### src/rtl/debug_pkg.sv
// -----------------------------------------------------------------------------
// debug_pkg
// Shared constants for the UART-driven debug controller:
//   - state_e   : controller state codes (also reported on o_debug_state)
//   - CMD_*     : host command bytes
//   - HALT_WORD : instruction word that terminates a program load
// -----------------------------------------------------------------------------
package debug_pkg;

  typedef enum logic [3:0] {
    ST_IDLE = 4'd0,
    ST_LOAD = 4'd1,
    ST_MODE = 4'd2,
    ST_RUN  = 4'd3,
    ST_STEP = 4'd4,
    ST_SEND = 4'd5
  } state_e;

  localparam logic [7:0] CMD_LOAD = 8'h64;  // 'd'
  localparam logic [7:0] CMD_CONT = 8'h63;  // 'c'
  localparam logic [7:0] CMD_STEP = 8'h73;  // 's'
  localparam logic [7:0] CMD_NEXT = 8'h6E;  // 'n'
  localparam logic [7:0] CMD_STOP = 8'h70;  // 'p'
  localparam logic [7:0] CMD_EXIT = 8'h65;  // 'e'

  localparam logic [31:0] HALT_WORD = 32'hFFFF_FFFF;

endpackage

### src/rtl/debug_word_sender.sv
// -----------------------------------------------------------------------------
// debug_word_sender
// Serializes one SIZE_INSTRUC-bit word into SIZE_TRAMA-bit bytes, MSB first,
// handshaking with a UART transmitter.
//   i_clk, i_reset : clock, synchronous active-high reset
//   i_start        : one-cycle request; i_word is captured in that cycle
//   i_word         : word to transmit
//   i_tx_done      : one-cycle pulse from the transmitter when a byte is out
//   o_tx_start     : one-cycle start pulse per byte
//   o_tx_data      : byte being transmitted (held until the next byte)
//   o_done         : one-cycle pulse after the last byte's tx_done
// -----------------------------------------------------------------------------
module debug_word_sender
  import debug_pkg::*;
#(
  parameter int SIZE_TRAMA   = 8,
  parameter int SIZE_INSTRUC = 32
) (
  input  logic                    i_clk,
  input  logic                    i_reset,
  input  logic                    i_start,
  input  logic [SIZE_INSTRUC-1:0] i_word,
  input  logic                    i_tx_done,
  output logic                    o_tx_start,
  output logic [SIZE_TRAMA-1:0]   o_tx_data,
  output logic                    o_done
);

  localparam int NBYTES = SIZE_INSTRUC / SIZE_TRAMA;
  localparam int CW     = (NBYTES > 1) ? $clog2(NBYTES) : 1;
  localparam logic [CW-1:0] CNT_LAST = CW'(NBYTES - 1);

  logic [SIZE_INSTRUC-1:0] shift_q;
  logic [CW-1:0]           cnt_q;
  logic                    busy_q;
  logic                    tx_start_q;
  logic [SIZE_TRAMA-1:0]   tx_data_q;
  logic                    done_q;

  always_ff @(posedge i_clk) begin
    if (i_reset) begin
      shift_q    <= '0;
      cnt_q      <= '0;
      busy_q     <= 1'b0;
      tx_start_q <= 1'b0;
      tx_data_q  <= '0;
      done_q     <= 1'b0;
    end else begin
      tx_start_q <= 1'b0;
      done_q     <= 1'b0;
      if (i_start && !busy_q) begin
        // First byte goes out straight from the input; the rest are shifted up.
        busy_q     <= 1'b1;
        cnt_q      <= '0;
        tx_start_q <= 1'b1;
        tx_data_q  <= i_word[SIZE_INSTRUC-1 -: SIZE_TRAMA];
        shift_q    <= {i_word[SIZE_INSTRUC-SIZE_TRAMA-1:0], {SIZE_TRAMA{1'b0}}};
      end else if (busy_q && i_tx_done) begin
        if (cnt_q == CNT_LAST) begin
          busy_q <= 1'b0;
          done_q <= 1'b1;
        end else begin
          cnt_q      <= cnt_q + 1'b1;
          tx_start_q <= 1'b1;
          tx_data_q  <= shift_q[SIZE_INSTRUC-1 -: SIZE_TRAMA];
          shift_q    <= {shift_q[SIZE_INSTRUC-SIZE_TRAMA-1:0], {SIZE_TRAMA{1'b0}}};
        end
      end
    end
  end

  assign o_tx_start = tx_start_q;
  assign o_tx_data  = tx_data_q;
  assign o_done     = done_q;

endmodule

### src/rtl/debug_unit.sv
// -----------------------------------------------------------------------------
// debug_unit
// Debug controller between a UART and the MIPS core. Loads the program into
// instruction memory (four bytes per word, MSB first), gates the core clock
// enable in continuous or single-step mode and reports the core cycle count
// back over the UART after each run or step.
//
// Ports:
//   i_clk, i_reset          : clock, synchronous active-high reset
//   i_uart_rx_flag_ready    : RX byte valid (level, consumed on its rising edge)
//   i_uart_rx_data          : received byte
//   i_uart_tx_done          : TX finished a byte (one-cycle pulse)
//   i_clk_wiz_count         : core cycle counter to report
//   o_uart_rx_reset         : one-cycle acknowledge per consumed RX byte
//   o_ctl_clk_wiz           : core clock enable
//   o_select_mem_ins_dir    : instruction memory word address
//   o_dato_mem_ins          : assembled instruction word
//   o_flag_instr_write      : instruction memory write strobe
//   o_uart_tx_start         : TX start pulse
//   o_uart_tx_data          : TX byte
//   o_debug_state           : state code
//
// Build option: define DEBUG_STATE_EN to drive o_debug_state with the state
// code; otherwise o_debug_state is tied to 4'h0.
// -----------------------------------------------------------------------------
module debug_unit
  import debug_pkg::*;
#(
  parameter  int SIZE_TRAMA       = 8,
  parameter  int SIZE_INSTRUC     = 32,
  parameter  int SIZE_MEM_INSTRUC = 256,
  localparam int MEM_INSTR_SIZE   = $clog2(SIZE_MEM_INSTRUC)
) (
  input  logic                      i_clk,
  input  logic                      i_reset,
  input  logic                      i_uart_rx_flag_ready,
  input  logic [SIZE_TRAMA-1:0]     i_uart_rx_data,
  input  logic                      i_uart_tx_done,
  input  logic [SIZE_INSTRUC-1:0]   i_clk_wiz_count,
  output logic                      o_uart_rx_reset,
  output logic                      o_ctl_clk_wiz,
  output logic [MEM_INSTR_SIZE-1:0] o_select_mem_ins_dir,
  output logic [SIZE_INSTRUC-1:0]   o_dato_mem_ins,
  output logic                      o_flag_instr_write,
  output logic                      o_uart_tx_start,
  output logic [SIZE_TRAMA-1:0]     o_uart_tx_data,
  output logic [3:0]                o_debug_state
);

  localparam int NBYTES = SIZE_INSTRUC / SIZE_TRAMA;
  localparam int BCW    = (NBYTES > 1) ? $clog2(NBYTES) : 1;
  localparam logic [BCW-1:0]            BYTE_LAST = BCW'(NBYTES - 1);
  localparam logic [MEM_INSTR_SIZE-1:0] ADDR_LAST = MEM_INSTR_SIZE'(SIZE_MEM_INSTRUC - 1);

  state_e                    state_q;
  logic                      rx_prev_q;
  logic                      rx_ack_q;
  logic                      ctl_q;
  logic                      step_pulse_q;
  logic                      origin_step_q;
  logic                      wr_q;
  logic                      send_start_q;
  logic [MEM_INSTR_SIZE-1:0] addr_q;
  logic [BCW-1:0]            byte_cnt_q;
  logic [SIZE_INSTRUC-1:0]   dato_q;
  logic [SIZE_TRAMA-1:0]     byte_q [NBYTES-1];

  logic                      rx_edge;
  logic                      send_done;
  logic [SIZE_INSTRUC-1:0]   word_asm;

  // A held-high ready level is one byte: only the 0->1 transition counts.
  assign rx_edge = i_uart_rx_flag_ready & ~rx_prev_q;

  // Word completed by the byte currently on the RX bus: earlier bytes from
  // byte_q fill the upper lanes, the incoming byte is the least significant.
  genvar gi;
  generate
    for (gi = 0; gi < NBYTES - 1; gi++) begin : g_asm
      assign word_asm[SIZE_INSTRUC-1-gi*SIZE_TRAMA -: SIZE_TRAMA] = byte_q[gi];
    end
  endgenerate
  assign word_asm[SIZE_TRAMA-1:0] = i_uart_rx_data;

  always_ff @(posedge i_clk) begin
    if (i_reset) begin
      state_q       <= ST_IDLE;
      rx_prev_q     <= 1'b0;
      rx_ack_q      <= 1'b0;
      ctl_q         <= 1'b0;
      step_pulse_q  <= 1'b0;
      origin_step_q <= 1'b0;
      wr_q          <= 1'b0;
      send_start_q  <= 1'b0;
      addr_q        <= '0;
      byte_cnt_q    <= '0;
      dato_q        <= '0;
      for (int i = 0; i < NBYTES - 1; i++) byte_q[i] <= '0;
    end else begin
      rx_prev_q    <= i_uart_rx_flag_ready;
      rx_ack_q     <= rx_edge;  // every consumed byte is acknowledged, in any state
      wr_q         <= 1'b0;
      send_start_q <= 1'b0;

      case (state_q)
        ST_IDLE: begin
          if (rx_edge && i_uart_rx_data == CMD_LOAD) begin
            state_q    <= ST_LOAD;
            addr_q     <= '0;
            byte_cnt_q <= '0;
          end
        end

        ST_LOAD: begin
          if (rx_edge) begin
            if (byte_cnt_q == BYTE_LAST) begin
              wr_q       <= 1'b1;
              dato_q     <= word_asm;
              byte_cnt_q <= '0;
            end else begin
              byte_q[byte_cnt_q] <= i_uart_rx_data;
              byte_cnt_q         <= byte_cnt_q + 1'b1;
            end
          end
          // Address advances only after the strobe cycle so the write sees it.
          if (wr_q) begin
            if (dato_q == SIZE_INSTRUC'(HALT_WORD) || addr_q == ADDR_LAST) begin
              state_q    <= ST_MODE;
              addr_q     <= '0;
              byte_cnt_q <= '0;
            end else begin
              addr_q <= addr_q + 1'b1;
            end
          end
        end

        ST_MODE: begin
          if (rx_edge) begin
            if (i_uart_rx_data == CMD_CONT) begin
              state_q <= ST_RUN;
              ctl_q   <= 1'b1;
            end else if (i_uart_rx_data == CMD_STEP) begin
              state_q <= ST_STEP;
            end else if (i_uart_rx_data == CMD_LOAD) begin
              state_q    <= ST_LOAD;
              addr_q     <= '0;
              byte_cnt_q <= '0;
            end
          end
        end

        ST_RUN: begin
          if (rx_edge && i_uart_rx_data == CMD_STOP) begin
            state_q       <= ST_SEND;
            ctl_q         <= 1'b0;
            send_start_q  <= 1'b1;
            origin_step_q <= 1'b0;
          end
        end

        ST_STEP: begin
          // The single enable cycle is spent still in STEP, then SEND follows.
          if (step_pulse_q) begin
            step_pulse_q  <= 1'b0;
            ctl_q         <= 1'b0;
            state_q       <= ST_SEND;
            send_start_q  <= 1'b1;
            origin_step_q <= 1'b1;
          end else if (rx_edge) begin
            if (i_uart_rx_data == CMD_NEXT) begin
              ctl_q        <= 1'b1;
              step_pulse_q <= 1'b1;
            end else if (i_uart_rx_data == CMD_EXIT) begin
              state_q <= ST_MODE;
            end
          end
        end

        ST_SEND: begin
          if (send_done) begin
            state_q <= origin_step_q ? ST_STEP : ST_MODE;
          end
        end

        default: state_q <= ST_IDLE;
      endcase
    end
  end

  // The count is captured by the sender in the first SEND cycle.
  debug_word_sender #(
    .SIZE_TRAMA  (SIZE_TRAMA),
    .SIZE_INSTRUC(SIZE_INSTRUC)
  ) u_sender (
    .i_clk     (i_clk),
    .i_reset   (i_reset),
    .i_start   (send_start_q),
    .i_word    (i_clk_wiz_count),
    .i_tx_done (i_uart_tx_done),
    .o_tx_start(o_uart_tx_start),
    .o_tx_data (o_uart_tx_data),
    .o_done    (send_done)
  );

  assign o_uart_rx_reset      = rx_ack_q;
  assign o_ctl_clk_wiz        = ctl_q;
  assign o_select_mem_ins_dir = addr_q;
  assign o_dato_mem_ins       = dato_q;
  assign o_flag_instr_write   = wr_q;

`ifdef DEBUG_STATE_EN
  assign o_debug_state = state_q;
`else
  assign o_debug_state = 4'h0;
`endif

endmodule

### config.mk
export PLATFORM = sky130hd
export DESIGN_NAME = debug_unit
export DESIGN_NICKNAME = d
export VERILOG_FILES = /design/src/rtl/debug_pkg.sv /design/src/rtl/debug_word_sender.sv /design/src/rtl/debug_unit.sv
export SDC_FILE = /design/constraint.sdc
export NUM_CORES = 1
export LEC_CHECK = 0
export BUFFER_PORTS_ARGS = -buffer_cell sky130_fd_sc_hd__buf_2
export CORE_MARGIN = 2
export CORE_UTILIZATION = 50
export CTS_CLUSTER_SIZE = 25
export DETAILED_ROUTE_END_ITERATION = 10
export GPL_TIMING_DRIVEN = 0
export MAX_ROUTING_LAYER = met4
export PLACE_DENSITY = 0.77
export SLEW_MARGIN = 20
export SYNTH_ARGS = -nofsm -noshare
export SYNTH_HDL_FRONTEND = slang
export SYNTH_SLANG_ARGS = --single-unit
### constraint.sdc
create_clock -name i_clk -period 2.8 [get_ports i_clk]
set_input_delay 0.28 -clock i_clk [delete_from_list [all_inputs] [get_ports i_clk]]
set_output_delay 0.28 -clock i_clk [all_outputs]
set_load 0.05 [all_outputs]
# Word level (Yosys, flattened, before mapping)
# Memories as Yosys holds them, arrays and structs flattened. A register that Yosys moved wholly into a read port is not among the register bits.
# Index checks and enable logic that the tools add are counted.
# totals
register_bits,90
ram_bits,24
in_bits,44
out_inout_bits,56
mem_count,1
# memory_table
memory,depth,width,read_ports,rd_clocked_by_memory_dff,wr,line_no,source
byte_q,3,8,3,3,3,debug_unit.sv:66,logic [SIZE_TRAMA-1:0] byte_q [NBYTES-1];
# classes
n_addsub,3
eq_ne,32
muxes,72
bitwise,6
reduce_logical,25
# ops
op,count
2-to-1 mux 32 bit,3
2-to-1 mux 8 bit,11
2-to-1 mux 4 bit,13
"equality test 8 x 7 -> 1 bit, second input constant",6
"equality test 32 bit, second input constant",1
2-to-1 mux 1 bit,28
one-hot mux 4 bit (6 select lines),1
one-hot mux 8 bit (3 select lines),1
2-to-1 mux 2 bit,10
"inequality test 2 bit, second input constant",10
"inequality test 3 bit, second input constant",4
AND reduction 6 bit,2
AND reduction 10 bit,1
"adder 8 x 1 -> 8 bit, second input constant",1
"equality test 4 x 2 -> 1 bit, second input constant",2
"equality test 4 x 3 -> 1 bit, second input constant",2
"equality test 8 bit, second input constant",1
OR reduction 8 bit,1
AND reduction 7 bit,1
one-hot mux 2 bit (3 select lines),1
AND reduction 2 bit,3
AND reduction 3 bit,2
nonzero test 2 bit,3
nonzero test 3 bit,2
other kinds (16),28

# Longest topological paths before layout
# logic_depth
depth_word,8
ltp_mapped,8
depth_no_buf,7

# Hierarchy
# From an unflattened synthesis, not the netlist that was laid out.
# unflattened
hier_cells,568
area_unflattened_um2,5064.9
# by_module_without_submodules
module,instances,cells_each,area_per_inst_um2,seq_area_each_um2
debug_unit,1,378,3388.2,1761.7
debug_word_sender,1,190,1676.6,740.7

# Worst setup path before layout
# No wires, ideal clock.
# synth_timing
path_type,register to register
start,"register addr_q[0], in the netlist o_select_mem_ins_dir[0]"
end,register state_q[0]
arrival_ns,2.332
slack_ns,0.388
stages_incl_launch_ff,9
period_less_slack_ns,2.412
cell_sequence,dfxtp_1 > ha_1 > nand3_1 > nor2_1 > a221oi_2 > or4b_1 > buf_2 > nand2b_4 > a211oi_2
# synth_via
elab_chain_len,4
# synth_rtl
element,line_no,source
start: declaration,debug_unit.sv:63,logic [MEM_INSTR_SIZE-1:0] addr_q;
start signal: assignment,debug_unit.sv:132,addr_q <= addr_q + 1'b1;
equality test 8 bit,debug_unit.sv:127,if (dato_q == SIZE_INSTRUC'(HALT_WORD) || addr_q == ADDR_LAST) begin
logical OR 1 bit,debug_unit.sv:127,
inequality test 2 bit (no source line),-,
AND reduction 10 bit (no source line),-,
end signal: assignment,debug_unit.sv:181,state_q <= origin_step_q ? ST_STEP : ST_MODE;
end: declaration,debug_unit.sv:55,state_e state_q;
# No other way between the ends.
# A chain may end at the register's enable or synchronous reset.

==> summary.txt <==
CLOCK TREE
----------------------------------------------------------------------
Clock slew at reported path FFs                                0.06 ns
Clock Tree Root                                           sky130_fd_sc_hd__clkbuf_8
TritonCTS clock tree                                              done
CTS Buf Count                                                       17
Post-CTS Setup Inserts                                               0
Clock Path Buffers                                                   2
Later-pin clock latency in the skew report                     0.51 ns
TritonCTS Sinks                                                    113
H-tree levels                                                        4

TIMING
----------------------------------------------------------------------
Setup repair after global routing missed its margin              false
Final hold viol count                                                0
Final Skew                                                  0.00996 ns
Fin. max-slew vios                                                   0
Min Hold Slack                                               0.0216 ns
Final setup TNS                                                   0 ns
Slew @ Worst Pin                                              0.787 ns
Highest achievable clock rate                                0.391 GHz
Minimum clock period                                           2.55 ns
Relative max-transition margin                                   47.6%
Count of endpoints failing setup in the final report                 0
Worst path setup slack after routing                          0.245 ns
Final worst-path cycle share                                     91.2%

FLOORPLAN
----------------------------------------------------------------------
Cell Rows                                                           36
Die extent in y                                                 104 um
Total die area                                               10700 um2
Width of the die                                                104 um
Boundary pin count                                                 100
Area of the core                                              9680 um2
Initial core utilization                                         51.2%

JOB
----------------------------------------------------------------------
Reported max-cap violation count                                     0

LAYOUT
----------------------------------------------------------------------
Number of fillers in the final layout                              808
Final Cell Area                                               6240 um2
Multi-input logic area                                        2220 um2
Sequential cell area                                          2500 um2
Net count reported at finish                                       700
Ant. Diodes                                                          0
Layout overhead on the synthesized area                          25.9%
Commonest non-fill, non-tap cells in the layout           94 x sky130_fd_sc_hd__buf_2, 89 x sky130_fd_sc_hd__dfxtp_1, 82 x sky130_fd_sc_hd__nand2_1, 53 x sky130_fd_sc_hd__a21oi_1, 41 x sky130_fd_sc_hd__nor2_1
Most common cell after layout, fill and taps aside        sky130_fd_sc_hd__buf_2
Share of cells above drive strength 1                            23.8%

SETUP PATH
----------------------------------------------------------------------
CP required                                                    2.97 ns
Worst setup SP type                                          flip-flop
Maximum fanout encountered on the critical timing path              10
Worst Setup End Kind                                         flip-flop
Critical path arrival                                          2.72 ns
Setup Crit Path Kind                                      flip-flop to flip-flop
Minimum setup slack among reg-to-reg paths                     0.25 ns

ROUTING
----------------------------------------------------------------------
Remaining design rule violation count                                0
Post-detailed-route wirelength per cell                        16.4 um
Drt initial violations                                             244
Total wire length after detailed routing                      13000 um
Vias per Instance                                                 5.51
Final ANT Viol Nets                                                  0
First drt pass iteration count                                       5
Via total after detailed routing                                  4388

PLACEMENT
----------------------------------------------------------------------
Worst slack after detailed placement                        -0.0734 ns
Cell area reported after detailed placement                   5600 um2
Dpl hpwl                                                       8950 um
Count of buffers inserted at the top-level ports                    93
RePlAce Congestion                                               0.934

POWER AND IR DROP
----------------------------------------------------------------------
Power per cell area                                         635 nW/um2
Combinational cell fraction of total power                        3.3%
Largest voltage drop on the vdd net                           0.381 mV
Internal Power                                                 3.11 mW
Net switching component of the power                            851 uW
Total chip power                                               3.96 mW
Leak pwr                                                       2.73 nW
Register share of total power                                    42.4%
Switching part of the total                                      21.5%
Part of the total power dissipated in the clock network          54.3%

GLOBAL ROUTING
----------------------------------------------------------------------
Total routing usage reported by global routing                   25.6%
Remaining global-route overflow                                      0
Antenna violations before repair                                     0
Largest net degree at the start of global routing                   17
Wire length of the first global-routing pass                  21300 um
Via count of the first global-routing pass                        4299

SYNTHESIS
----------------------------------------------------------------------
Synthesized area per cell                                     9.32 um2
Yosys warns                                                          0
Flop and latch count out of synthesis                              113
Main synth FF type                                        sky130_fd_sc_hd__dfxtp_1
Synthesized instance count                                         532
Post-synth EDFFs                                                    24
Post-synthesis async set-or-reset flop share                        0%
Sequential element share of the synthesized area                 50.5%
Post-Synthesis Cell Area                                      4960 um2
Library cells used by synthesis                                     63

OUTCOME
----------------------------------------------------------------------
Outcome                                                      completed

MIN PATH
----------------------------------------------------------------------
Classification of the worst-slack hold path               input port to flip-flop

-- power by group through the flow --
stage	logic (mW)	clock network, mW	registers, mW
6_report	0.131	2.15	1.68
3_5_place_dp	0.125	0	1.71
3_3_place_gp	0.125	0	1.71
2_1_floorplan	0.0628	0	1.71
4_1_cts	0.130	2.16	1.68
5_1_grt	0.140	2.26	1.68
-- Yosys cell counts (7+ instances only) --
cell type | instances | area, um2
sky130_fd_sc_hd__and3_1 | 19 | 119
sky130_fd_sc_hd__nand3_1 | 14 | 70.1
sky130_fd_sc_hd__a211oi_1 | 25 | 188
sky130_fd_sc_hd__nor2_1 | 41 | 154
sky130_fd_sc_hd__mux2i_1 | 29 | 290
sky130_fd_sc_hd__or3_1 | 7 | 43.8
sky130_fd_sc_hd__dfxtp_1 | 89 | 1780
sky130_fd_sc_hd__nor3_1 | 8 | 40.0
sky130_fd_sc_hd__nand4_1 | 11 | 68.8
sky130_fd_sc_hd__inv_1 | 13 | 48.8
sky130_fd_sc_hd__nand2_1 | 82 | 308
sky130_fd_sc_hd__edfxtp_1 | 24 | 721
sky130_fd_sc_hd__clkbuf_1 | 28 | 105
sky130_fd_sc_hd__a21oi_1 | 53 | 265
-- stage by stage --
step,instances,utilization (%)
6_report,796,64.5
5_1_grt,796,64.5
4_1_cts,796,64.5
3_5_place_dp,761,57.9
3_3_place_gp,761,57.9
2_1_floorplan,535,-
-- final cells by class --
class | instances | area share, %
clock inverter | 12 | 2.00
sequential | 113 | 40.1
tap | 133 | 2.67
inverter | 14 | 0.842
clock buffer | 20 | 7.66
timing repair buffer | 96 | 7.94
multi-input combinational | 367 | 35.5
buffer | 41 | 3.31
-- registers in the layout (all words and copies together), names as in the netlist --
name / cells
o_ctl_clk_wiz: 1
o_flag_instr_write: 1
o_uart_rx_reset: 1
state_q: 3
step_pulse_q: 1
u_sender.o_tx_data: 8
u_sender.o_tx_start: 1
o_dato_mem_ins: 32
u_sender.busy_q: 1
u_sender.o_done: 1
byte_q: 24
u_sender.cnt_q: 2
rx_prev_q: 1
origin_step_q: 1
send_start_q: 1
u_sender.shift_q: 24
byte_cnt_q: 2
o_select_mem_ins_dir: 8
-- worst paths after layout --
| check | cells past startpoint | endpoint | from |
|---|---|---|---|
| worst max-delay path | 6 | byte_q[1][6]$_SDFFCE_PN0P_ | state_q[2]$_SDFFE_PP0P_ |
| worst min-delay path | 3 | u_sender.shift_q[12]$_SDFFE_PP0P_ | i_clk_wiz_count[4] |
| worst max register to register | 6 | byte_q[1][6]$_SDFFCE_PN0P_ | state_q[2]$_SDFFE_PP0P_ |
| worst min register to register | 2 | o_dato_mem_ins[4]$_SDFFE_PP0P_ | o_dato_mem_ins[4]$_SDFFE_PP0P_ |
-- what timing repair did --
action | 4_1_cts | 5_1_grt
endpoints found under the hold margin | 3 | 0
endpoints found under the setup margin | 24 | 0
resized for setup | 1 | 0
hold buffers | 3 | 0
-- kinds of logic (layout without fill, tap and decap cells) --
group | after synthesis | in the layout | share of synthesized area (%)
and+or+nand+nor | 217 | 217 | 22.3
DFF | 113 | 113 | 50.5
AOI/OAI and AO/OA | 109 | 109 | 14.2
buffers and inverters | 55 | 183 | 5.22
muxes | 30 | 30 | 6.08
adders and majority gates | 6 | 6 | 1.51
other | 1 | 4 | 0.0756
xor gates and xnor gates | 1 | 1 | 0.177
-- critical path: stages (launching register included) --
cell                       delay [ns]
sky130_fd_sc_hd__dfxtp_1         0.32
sky130_fd_sc_hd__buf_6           0.14
sky130_fd_sc_hd__inv_2           0.10
sky130_fd_sc_hd__nand3_1         0.15
sky130_fd_sc_hd__nor4_2          0.68
sky130_fd_sc_hd__clkbuf_1        0.39
sky130_fd_sc_hd__a21o_1          0.43
-- layer usage --
layer / routed length, um / global-route usage [%] / share of wire [%]
met4: 228 / 9.94 / 1.7
met2: 6330 / 40.6 / 49
met3: 762 / 5.98 / 5.8
met5: 0 / - / 0
met1: 5720 / 31.9 / 44
No activity file was read; power rests on OpenSTA's default activity.
